**src/rtl/mul_issue_if.sv**
```systemverilog
// Bundle of EX, writeback and multiplier-side signals for mul_issue.
// The slave modport is the issue block; the master modport is its surroundings.
interface mul_issue_if #(
    parameter int XLEN = 64
);
    logic            in_valid;
    logic            in_ready;
    logic [1:0]      in_op;
    logic            in_word;
    logic [XLEN-1:0] in_src1;
    logic [XLEN-1:0] in_src2;
    logic            flush;
    logic            out_valid;
    logic            out_ready;
    logic [XLEN-1:0] wb_data;
    logic            mul_in_valid;
    logic            mul_flush;
    logic            mul_mulw;
    logic [1:0]      mul_signed;
    logic [XLEN-1:0] mul_multiplicand;
    logic [XLEN-1:0] mul_multiplier;
    logic            mul_out_ready;
    logic            mul_out_valid;
    logic [XLEN-1:0] mul_result_hi;
    logic [XLEN-1:0] mul_result_lo;

    modport slave (
        input  in_valid, in_op, in_word, in_src1, in_src2, flush, out_ready,
               mul_out_ready, mul_out_valid, mul_result_hi, mul_result_lo,
        output in_ready, out_valid, wb_data, mul_in_valid, mul_flush, mul_mulw,
               mul_signed, mul_multiplicand, mul_multiplier
    );

    modport master (
        output in_valid, in_op, in_word, in_src1, in_src2, flush, out_ready,
               mul_out_ready, mul_out_valid, mul_result_hi, mul_result_lo,
        input  in_ready, out_valid, wb_data, mul_in_valid, mul_flush, mul_mulw,
               mul_signed, mul_multiplicand, mul_multiplier
    );
endinterface

```
**src/rtl/mul_issue.sv**
```systemverilog
// EX-stage front end for the iterative Booth multiplier: decode, issue, capture, writeback hold.
// Optional MUL_REUSE_EN adds a one-entry product cache so a repeated operand set skips the multiplier.
module mul_issue #(
    parameter int XLEN = 64
) (
    input logic       clock,
    input logic       reset,
    mul_issue_if.slave bus
);
    typedef enum logic [1:0] {IDLE, ISSUE, WAIT, DONE} state_t;

    state_t state_q, state_d;

    logic            load_p1, cap_p2, hit_load;
    logic            in_ready_c, out_valid_c, mul_in_valid_c, mul_flush_c;

    logic [1:0]      signed_p0;
    logic            mulw_p0, sel_hi_p0, hit_p0;
    logic [XLEN-1:0] mcand_p0, mplier_p0, cache_res_p0;

    logic [1:0]      signed_p1;
    logic            mulw_p1, sel_hi_p1;
    logic [XLEN-1:0] mcand_p1, mplier_p1;

    logic [XLEN-1:0] result_p2;

    function automatic logic [XLEN-1:0] sext32(input logic [XLEN-1:0] v);
        return {{(XLEN-32){v[31]}}, v[31:0]};
    endfunction

    function automatic logic [XLEN-1:0] select_result(input logic [XLEN-1:0] hi,
                                                      input logic [XLEN-1:0] lo,
                                                      input logic            sel_hi,
                                                      input logic            mulw);
        if (mulw)
            return sext32(lo);
        return sel_hi ? hi : lo;
    endfunction

    // p0: combinational decode of the offered op
    always_comb begin
        signed_p0 = 2'b11;
        mulw_p0   = bus.in_word;
        sel_hi_p0 = (bus.in_op != 2'd0) && !bus.in_word;
        mcand_p0  = bus.in_src1;
        mplier_p0 = bus.in_src2;
        case (bus.in_op)
            2'd2:    signed_p0 = 2'b10;
            2'd3:    signed_p0 = 2'b00;
            default: signed_p0 = 2'b11;
        endcase
        if (bus.in_word) begin
            signed_p0 = 2'b11;
            mcand_p0  = sext32(bus.in_src1);
            mplier_p0 = sext32(bus.in_src2);
        end
    end

`ifdef MUL_REUSE_EN
    logic            cache_vld;
    logic [1:0]      cache_signed;
    logic            cache_mulw;
    logic [XLEN-1:0] cache_a, cache_b, cache_hi, cache_lo;

    assign hit_p0 = cache_vld && (cache_a == mcand_p0) && (cache_b == mplier_p0)
                    && (cache_signed == signed_p0) && (cache_mulw == mulw_p0);
    assign cache_res_p0 = select_result(cache_hi, cache_lo, sel_hi_p0, mulw_p0);

    always_ff @(posedge clock or posedge reset) begin
        if (reset) begin
            cache_vld    <= 1'b0;
            cache_signed <= 2'b00;
            cache_mulw   <= 1'b0;
            cache_a      <= '0;
            cache_b      <= '0;
            cache_hi     <= '0;
            cache_lo     <= '0;
        end else if (bus.flush) begin
            cache_vld <= 1'b0;
        end else if (cap_p2) begin
            cache_vld    <= 1'b1;
            cache_signed <= signed_p1;
            cache_mulw   <= mulw_p1;
            cache_a      <= mcand_p1;
            cache_b      <= mplier_p1;
            cache_hi     <= bus.mul_result_hi;
            cache_lo     <= bus.mul_result_lo;
        end
    end
`else
    assign hit_p0       = 1'b0;
    assign cache_res_p0 = '0;
`endif

    always_ff @(posedge clock or posedge reset) begin
        if (reset)
            state_q <= IDLE;
        else
            state_q <= state_d;
    end

    always_comb begin
        state_d        = state_q;
        load_p1        = 1'b0;
        cap_p2         = 1'b0;
        hit_load       = 1'b0;
        in_ready_c     = (state_q == IDLE);
        out_valid_c    = (state_q == DONE);
        mul_in_valid_c = (state_q == ISSUE);
        mul_flush_c    = bus.flush && (state_q != IDLE);
        case (state_q)
            IDLE: begin
                if (bus.in_valid && !bus.flush) begin
                    load_p1 = 1'b1;
                    if (hit_p0) begin
                        hit_load = 1'b1;
                        state_d  = DONE;
                    end else begin
                        state_d = ISSUE;
                    end
                end
            end
            ISSUE: if (bus.mul_out_ready) state_d = WAIT;
            WAIT: begin
                if (bus.mul_out_valid) begin
                    cap_p2  = 1'b1;
                    state_d = DONE;
                end
            end
            DONE: if (bus.out_ready) state_d = IDLE;
            default: state_d = IDLE;
        endcase
        // flush overrides every transition, including a completing writeback
        if (bus.flush) begin
            state_d  = IDLE;
            load_p1  = 1'b0;
            cap_p2   = 1'b0;
            hit_load = 1'b0;
        end
    end

    // p1: operands and controls held for the multiplier; p2: selected result
    always_ff @(posedge clock or posedge reset) begin
        if (reset) begin
            signed_p1 <= 2'b00;
            mulw_p1   <= 1'b0;
            sel_hi_p1 <= 1'b0;
            mcand_p1  <= '0;
            mplier_p1 <= '0;
            result_p2 <= '0;
        end else begin
            if (load_p1) begin
                signed_p1 <= signed_p0;
                mulw_p1   <= mulw_p0;
                sel_hi_p1 <= sel_hi_p0;
                mcand_p1  <= mcand_p0;
                mplier_p1 <= mplier_p0;
            end
            if (cap_p2)
                result_p2 <= select_result(bus.mul_result_hi, bus.mul_result_lo, sel_hi_p1, mulw_p1);
            else if (hit_load)
                result_p2 <= cache_res_p0;
        end
    end

    assign bus.in_ready         = in_ready_c;
    assign bus.out_valid        = out_valid_c;
    assign bus.wb_data          = out_valid_c ? result_p2 : '0;
    assign bus.mul_in_valid     = mul_in_valid_c;
    assign bus.mul_flush        = mul_flush_c;
    assign bus.mul_mulw         = mulw_p1;
    assign bus.mul_signed       = signed_p1;
    assign bus.mul_multiplicand = mcand_p1;
    assign bus.mul_multiplier   = mplier_p1;
endmodule

```
**src/flat_wrapper.sv**
```systemverilog
// flat-port wrapper written by rule: the top's interface ports become plain ports
module mul_issue_flat 
#(
    parameter int XLEN = 64
)
  (clock, reset, bus_in_valid, bus_in_op, bus_in_word, bus_in_src1, bus_in_src2, bus_flush, bus_out_ready, bus_mul_out_ready, bus_mul_out_valid, bus_mul_result_hi, bus_mul_result_lo, bus_in_ready, bus_out_valid, bus_wb_data, bus_mul_in_valid, bus_mul_flush, bus_mul_mulw, bus_mul_signed, bus_mul_multiplicand, bus_mul_multiplier);
  mul_issue_if #(.XLEN(XLEN)) bus_i ();
  input logic clock;
  input logic reset;
  input wire logic [$bits(bus_i.in_valid)-1:0] bus_in_valid;
  input wire logic [$bits(bus_i.in_op)-1:0] bus_in_op;
  input wire logic [$bits(bus_i.in_word)-1:0] bus_in_word;
  input wire logic [$bits(bus_i.in_src1)-1:0] bus_in_src1;
  input wire logic [$bits(bus_i.in_src2)-1:0] bus_in_src2;
  input wire logic [$bits(bus_i.flush)-1:0] bus_flush;
  input wire logic [$bits(bus_i.out_ready)-1:0] bus_out_ready;
  input wire logic [$bits(bus_i.mul_out_ready)-1:0] bus_mul_out_ready;
  input wire logic [$bits(bus_i.mul_out_valid)-1:0] bus_mul_out_valid;
  input wire logic [$bits(bus_i.mul_result_hi)-1:0] bus_mul_result_hi;
  input wire logic [$bits(bus_i.mul_result_lo)-1:0] bus_mul_result_lo;
  output wire logic [$bits(bus_i.in_ready)-1:0] bus_in_ready;
  output wire logic [$bits(bus_i.out_valid)-1:0] bus_out_valid;
  output wire logic [$bits(bus_i.wb_data)-1:0] bus_wb_data;
  output wire logic [$bits(bus_i.mul_in_valid)-1:0] bus_mul_in_valid;
  output wire logic [$bits(bus_i.mul_flush)-1:0] bus_mul_flush;
  output wire logic [$bits(bus_i.mul_mulw)-1:0] bus_mul_mulw;
  output wire logic [$bits(bus_i.mul_signed)-1:0] bus_mul_signed;
  output wire logic [$bits(bus_i.mul_multiplicand)-1:0] bus_mul_multiplicand;
  output wire logic [$bits(bus_i.mul_multiplier)-1:0] bus_mul_multiplier;
  assign bus_i.in_valid = bus_in_valid;
  assign bus_i.in_op = bus_in_op;
  assign bus_i.in_word = bus_in_word;
  assign bus_i.in_src1 = bus_in_src1;
  assign bus_i.in_src2 = bus_in_src2;
  assign bus_i.flush = bus_flush;
  assign bus_i.out_ready = bus_out_ready;
  assign bus_i.mul_out_ready = bus_mul_out_ready;
  assign bus_i.mul_out_valid = bus_mul_out_valid;
  assign bus_i.mul_result_hi = bus_mul_result_hi;
  assign bus_i.mul_result_lo = bus_mul_result_lo;
  assign bus_in_ready = bus_i.in_ready;
  assign bus_out_valid = bus_i.out_valid;
  assign bus_wb_data = bus_i.wb_data;
  assign bus_mul_in_valid = bus_i.mul_in_valid;
  assign bus_mul_flush = bus_i.mul_flush;
  assign bus_mul_mulw = bus_i.mul_mulw;
  assign bus_mul_signed = bus_i.mul_signed;
  assign bus_mul_multiplicand = bus_i.mul_multiplicand;
  assign bus_mul_multiplier = bus_i.mul_multiplier;
  mul_issue #(.XLEN(XLEN)) u_core (.clock(clock), .reset(reset), .bus(bus_i));
endmodule
```
**config.mk**
```make
export PLATFORM = sky130hd
export DESIGN_NAME = mul_issue_flat
export DESIGN_NICKNAME = d
export VERILOG_FILES = /design/src/rtl/mul_issue_if.sv /design/src/rtl/mul_issue.sv /design/src/flat_wrapper.sv
export SDC_FILE = /design/constraint.sdc
export NUM_CORES = 1
export LEC_CHECK = 0
export CAP_MARGIN = 25
export CORE_AREA = 2 2 179 181
export CTS_CLUSTER_SIZE = 25
export DETAILED_ROUTE_END_ITERATION = 7
export DIE_AREA = 0 0 181 183
export GPL_TIMING_DRIVEN = 1
export SETUP_SLACK_MARGIN = 0.05
export SKIP_LAST_GASP = 1
export SLEW_MARGIN = 20
export SYNTH_ARGS = -nofsm -noshare
export SYNTH_HDL_FRONTEND = slang
export SYNTH_SLANG_ARGS = --single-unit
```
**constraint.sdc**
```tcl
create_clock -name clock -period 9.33 [get_ports clock]
set_clock_uncertainty 0.05 [all_clocks]
set_input_delay 1.866 -clock clock [delete_from_list [all_inputs] [get_ports clock]]
set_output_delay 1.866 -clock clock [all_outputs]
set_load 0.03 [all_outputs]
```
==> results of run 1 <==
[worst min-delay path by stage]
stage,cells after the start,endpoint,startpoint,slack [ns]
final,2,u_core.result_p2[21],u_core.result_p2[21],0.42
after global routing,2,u_core.result_p2[42],u_core.result_p2[42],0.45
after CTS,2,u_core.result_p2[22],u_core.result_p2[22],0.43
after detailed placement,2,u_core.result_p2[22],u_core.result_p2[22],0.41
after global placement,2,u_core.result_p2[58],u_core.result_p2[58],0.40
after floorplan,2,u_core.result_p2[0],u_core.result_p2[0],0.39
[power by group through the flow]
stage / combinational (mW) / clock [mW] / sequential [mW]
after floorplan: 0.730 / 0 / 2.04
after global placement: 2.22 / 0 / 1.48
after detailed placement: 2.24 / 0 / 1.49
after CTS: 2.24 / 0.777 / 1.48
after global routing: 2.36 / 0.812 / 1.54
final: 2.20 / 0.748 / 1.48
[metal layers]
metal  up-vias  global-route usage
li1       3719                   -
met1      3570               0.211
met2       311               0.294
met3        38              0.0826
met4         4              0.0598
met5         -                   0
[logic make-up after synthesis]
| logic type | count (synthesis) |
|---|---|
| AND/OR/NAND/NOR | 242 |
| AO/OA/AOI/OAI | 231 |
| flip-flops | 198 |
| multiplexers | 98 |
| buffers and inverters | 78 |
| adder cells (fa/ha/maj) | 4 |
[registers in the layout, summed over array words and instances (netlist names)]
register                     cells
u_core.bus.mul_multiplier       64
u_core.state_q                   2
u_core.bus.mul_multiplicand     64
u_core.bus.mul_signed            2
u_core.bus.mul_mulw              1
u_core.sel_hi_p1                 1
u_core.result_p2                64
[cells in the mapped netlist, types with 2 or more instances]
library cell | n | share of area
nand2_1 | 131 | 0.055
nor2b_1 | 38 | 0.027
mux2_4 | 20 | 0.033
mux2_1 | 4 | 0.0050
a21oi_1 | 65 | 0.036
buf_4 | 4 | 0.0033
clkbuf_1 | 32 | 0.013
mux2_2 | 41 | 0.051
dfrtp_1 | 198 | 0.55
mux2i_1 | 33 | 0.037
buf_2 | 31 | 0.017
nand2b_1 | 2 | 0.0014
nor2_1 | 3 | 0.0013
o21ai_0 | 127 | 0.071
ha_1 | 4 | 0.0056
o21ai_1 | 3 | 0.0017
a21o_1 | 2 | 0.0017
and2_1 | 66 | 0.046
buf_6 | 4 | 0.0050
inv_1 | 6 | 0.0025
a211oi_1 | 32 | 0.027
[final cells by class]
| cell class | count | area (µm²) | share of cell area |
|---|---|---|---|
| Tap cell | 402 | 503 | 0.0348 |
| Clock inverter | 11 | 115 | 0.00797 |
| Clock buffer | 21 | 460 | 0.0319 |
| Timing Repair Buffer | 476 | 4730 | 0.328 |
| Inverter | 6 | 30.0 | 0.00208 |
| Sequential cell | 198 | 4960 | 0.343 |
| Multi-Input combinational cell | 575 | 3640 | 0.252 |
[critical path: cells and delay by family]
kind,cells,cell delay [ns]
AND/OR/NAND/NOR,1,0.16
buffers and inverters,2,1.24
[per-stage QoR]
step	util	setup slack, ns	hold slack, ns	cells	area [µm²]
floorplan	-	2.02	0.392	851	8970
global placement	0.444	4.15	0.404	1657	13900
detailed placement	0.444	4.13	0.412	1657	13900
CTS	0.463	4.13	0.430	1689	14400
global route	0.463	4.10	0.450	1689	14400
finish	0.463	4.14	0.423	1689	14400
==> metrics, run 1 <==
CTS tree=built; DR pass1 iterations=5; Async SR Flop Fraction=1.00; antenna violations before repair=2; Die Area=33100 µm²; Final Hold Vio Count=0; number of enable flip-flop cells after synthesis=0; synth unique cells=26; Switching Fraction=0.409; clock network power share=0.169; largest family of logic cells by synthesized area=compound AO/OA/AOI/OAI gates; Synth Cell Area=8970 µm²; postcts setup bufs=0; total CTS buffers=17; Comb pwr share=0.497; Post-synth top flop=dfrtp_1; clk sink count=198; Post-DRT Antenna Nets=0; post-synthesis compound-gate area fraction=0.140; Starting Density=0.287; unrepaired setup endpoints after global routing=no; Layout area overhead=61.1%; Worst EP arrival=3.27 ns; Setup Viol. Count Final=0; met3 wire length=3160 µm; Startpoint Class=primary input; Yosys warning count=0; Post-Synth XOR/XNOR Area=0; Pins Over Slew Limit=0; Core Area=31200 µm²; Met2 Wirelength=14100 µm; Cell Pwr Density=307 nW/µm²; Die Width=181 µm; total power=4.44 mW; Net Switching=1.81 mW; Simple-Gate Fraction of Synth Area=0.133; commonest non-fill, non-tap cell in the layout=clkdlybuf4s50_1; Worst Setup SP=bus_flush; met1 wire length=12200 µm; DR top layer=met5; CP cell instances=clkdlybuf4s50_1 > nor2b_1 > clkdlybuf4s50_1; Via density=4.52; worst-margin pin slew=0.960 ns; P_int=2.62 mW; most frequent cells in the layout=clkdlybuf4s50_1 (464), dfrtp_1 (197), nand2_1 (131), o21ai_0 (127), and2_1 (66); fmax=193 MHz; # hold bufs at CTS=0; # rows=65; largest net degree at the start of global routing=102; io pins=465; Period Utilization, post-route=0.556; relative slew slack=0.360; later-pin clock latency in the skew report=0.44 ns; CP max FO=7; Setup CP Type=primary input to output pin; max_cap viols=0; gate count after technology mapping=851; Longest Clk Path Bufs=2; post-synthesis register bit count=198; RR Startpoint=u_core.state_q[0]; Avg Inst Size Synth=10.5 µm²; crit path time final=5.19 ns; Clock transition at path regs=0.07 ns; FF-to-FF setup slack=6.48 ns; post-CTS sizing=0; Post-Synth Adder-Cell Area=0.00558; post-synthesis mux area share=0.127; Leak=6.04 nW; Max H-tree Level=4; CTS root buf=clkbuf_16; Post-DP HPWL=21600 µm; wire length per cell=17.9 µm; Worst R2R End=u_core.bus.mul_multiplier[5]; post-synth net total=1121; CP endpoint=bus_mul_flush; Fillers=2973; outcome=finished clean; critical path's largest stage delay=0.67 ns; share of cells above drive strength 1=0.0855; IO Port Bufs=464; vias in the first global route=7804; peak supply drop=0.173 mV; Final GP Congestion=0.747; Critical Path RT=7.41 ns; Final nets=1544; first-pass GRT wire length=45900 µm; GR Util All Layers=0.180; Post-Route WL=30200 µm; share of power burned in registers=0.334; final setup TNS=0 ns; critical path's slowest cell=clkdlybuf4s50_1; grt total ovfl=0; Die Span Y=183 µm; DRC Markers=0; Seq/Total Area, Yosys=0.553; via count=7642; CP endpoint kind=output pin; Min-Delay Path Class=register to register; ANT cells=0; r2r worst-path depth=5; 1st-iter DRT viols=285; Most common cell on crit path=clkdlybuf4s50_1
Note: power is estimated with default switching activity, not from simulation.
==> run 2, diff against run 1 <==
--- a/config.mk
+++ b/config.mk
@@ -6,10 +6,10 @@
 export NUM_CORES = 1
 export LEC_CHECK = 0
 export CAP_MARGIN = 25
-export CORE_AREA = 2 2 179 181
+export CORE_AREA = 2 2 181 183
 export CTS_CLUSTER_SIZE = 25
 export DETAILED_ROUTE_END_ITERATION = 7
-export DIE_AREA = 0 0 181 183
+export DIE_AREA = 0 0 183 185
 export GPL_TIMING_DRIVEN = 1
 export SETUP_SLACK_MARGIN = 0.05
 export SKIP_LAST_GASP = 1
==> constraint.sdc (replaced) <==
create_clock -name clock -period 4.5 [get_ports clock]
set_clock_uncertainty 0.05 [all_clocks]
set_input_delay 0.9 -clock clock [delete_from_list [all_inputs] [get_ports clock]]
set_output_delay 0.9 -clock clock [all_outputs]
set_load 0.03 [all_outputs]
==> metrics, run 2 (synthesized netlist as in run 1, its figures left out) <==
GR Util All Layers=0.173 (-0.00753); clk sink count=198 (unchanged); final setup TNS=0 ns (unchanged); Core Area=32000 µm² (+2.6%); Clock transition at path regs=0.07 ns (about the same); CP max FO=42 (+35); CTS root buf=clkbuf_16; postcts setup bufs=0 (unchanged); Max H-tree Level=4 (unchanged); Die Area=33900 µm² (+2.2%); later-pin clock latency in the skew report=0.43 ns (about the same); Startpoint Class=register; total CTS buffers=17 (unchanged); DR pass1 iterations=4 (-1); Die Width=183 µm (+1.1%); # rows=66 (+1.5%); io pins=465 (unchanged); vias in the first global route=7796 (-0.10%); Fillers=3058 (+2.9%); critical path buffer and inverter count=2 (unchanged); FF-to-FF setup slack=1.99 ns (-4.49 ns); share of cells above drive strength 1=0.0912 (+0.00572); 1st-iter DRT viols=268 (-6.0%); CP cell instances=ha_2 > buf_12 > and2_1 > clkdlybuf4s50_1; critical path's largest stage delay=0.67 ns (about the same); IO Port Bufs=464 (unchanged); CP delay by family, top=buffers and inverters; Setup CP Type=register to output pin; wire length per cell=17.7 µm (-0.96%); largest net degree at the start of global routing=159 (+56%); via count=7670 (+0.37%); worst-margin pin slew=0.964 ns (+0.00344 ns); post-route non-filler standard cell count=1703 (+0.83%); Post-Route WL=30100 µm (-0.14%); Cell Pwr Density=635 nW/µm² (+110%); Worst EP arrival=2.48 ns (-0.79 ns); first-pass GRT wire length=45100 µm (-1.8%); Critical Path RT=3.55 ns (-3.86 ns); unrepaired setup endpoints after global routing=no; Post-DRT Antenna Nets=0 (unchanged); Post-Place Cells=1669 (+0.72%); Final GP Congestion=0.743 (-0.46%); Min-Delay Path Class=register to register; DP Area=13900 µm² (+0.53%); post-CTS sizing=0 (unchanged); critical path's slowest cell=clkdlybuf4s50_1; Pins Over Slew Limit=0 (unchanged); commonest non-fill, non-tap cell in the layout=clkdlybuf4s50_1; relative slew slack=0.358 (-0.00230); # hold bufs at CTS=0 (unchanged); Leak=6.10 nW (+0.92%); crit path time final=3.43 ns; Final nets=1551 (+0.45%); Period Utilization, post-route=0.761; fmax=292 MHz; Post-DP HPWL=21800 µm (+0.93%); most frequent cells in the layout=clkdlybuf4s50_1 (464), dfrtp_1 (197), nand2_1 (131), o21ai_0 (127), and2_1 (66); CP endpoint kind=output pin; Via density=4.50 (-0.46%); DRC Markers=0 (unchanged); CTS tree=built; outcome=finished clean; Final Hold Vio Count=0 (unchanged); Die Span Y=185 µm (+1.1%); Longest Clk Path Bufs=2 (unchanged); grt total ovfl=0 (unchanged); Layout Utilization=0.454 (-0.00842); Layout area overhead=62.3%; max_cap viols=0 (unchanged); Setup Viol. Count Final=0 (unchanged); antenna violations before repair=1 (-1); fin area=14500 µm² (+0.73%); Starting Density=0.280 (-0.00726); peak supply drop=0.313 mV (+81%)
## run 2: report_power, final
part | internal, mW | leakage (nW) | switching, mW
sequential | 2.64 | 2.45 | 0.451
clock | 0.817 | 0.288 | 0.755
combinational | 2.00 | 3.36 | 2.56
total | 5.46 | 6.10 | 3.77
## run 2: area by class of cell
| class | instances | area [µm²] | area share |
|---|---|---|---|
| Multi-Input combinational cell | 575 | 3640 | 0.251 |
| Sequential cell | 198 | 4960 | 0.341 |
| Tap cell | 408 | 510 | 0.0351 |
| Timing Repair Buffer | 483 | 4820 | 0.331 |
| Inverter | 6 | 26.3 | 0.00181 |
| Clock buffer | 20 | 457 | 0.0314 |
| Clock inverter | 12 | 133 | 0.00912 |
| Antenna cell | 1 | 2.50 | 0.000172 |
## run 2: per-stage QoR
step                hold WS [ns]  setup WS [ns]  total power [mW]
global route               0.451          0.942              9.81
finish                     0.423           1.07              9.23
CTS                        0.428           1.00              9.38
floorplan                  0.392          0.990              5.73
detailed placement         0.412           1.17              7.76
global placement           0.405           1.22              7.68
## run 2: tightest hold or removal path, stage by stage, from the launching register on
cell	delay, ns
dfrtp_1	0.34
nand2_1	0.04
o21ai_0	0.06
## run 2: routing by layer
| layer | global-route usage | up-vias | share of wire | wire (µm) |
|---|---|---|---|---|
| li1 | - | 3743 | - | - |
| met1 | 0.200 | 3591 | 0.40 | 12100 |
| met2 | 0.295 | 311 | 0.48 | 14400 |
| met3 | 0.0722 | 25 | 0.10 | 3140 |
| met4 | 0.0474 | 0 | 0.015 | 443 |
| met5 | 0 | - | 0 | 0 |
## run 2: final timing paths
| path | from | end | cells past startpoint |
|---|---|---|---|
| min in group asynchronous | reset | u_core.bus.mul_multiplier[49] | 3 |
| worst max-delay path | u_core.state_q[1] | bus_wb_data[23] | 4 |
| worst max register to register | u_core.state_q[0] | u_core.bus.mul_multiplicand[12] | 5 |
| max in group asynchronous | reset | u_core.bus.mul_multiplicand[11] | 3 |
| worst min register to register | u_core.result_p2[51] | u_core.result_p2[51] | 2 |
| worst min-delay path | u_core.result_p2[51] | u_core.result_p2[51] | 2 |
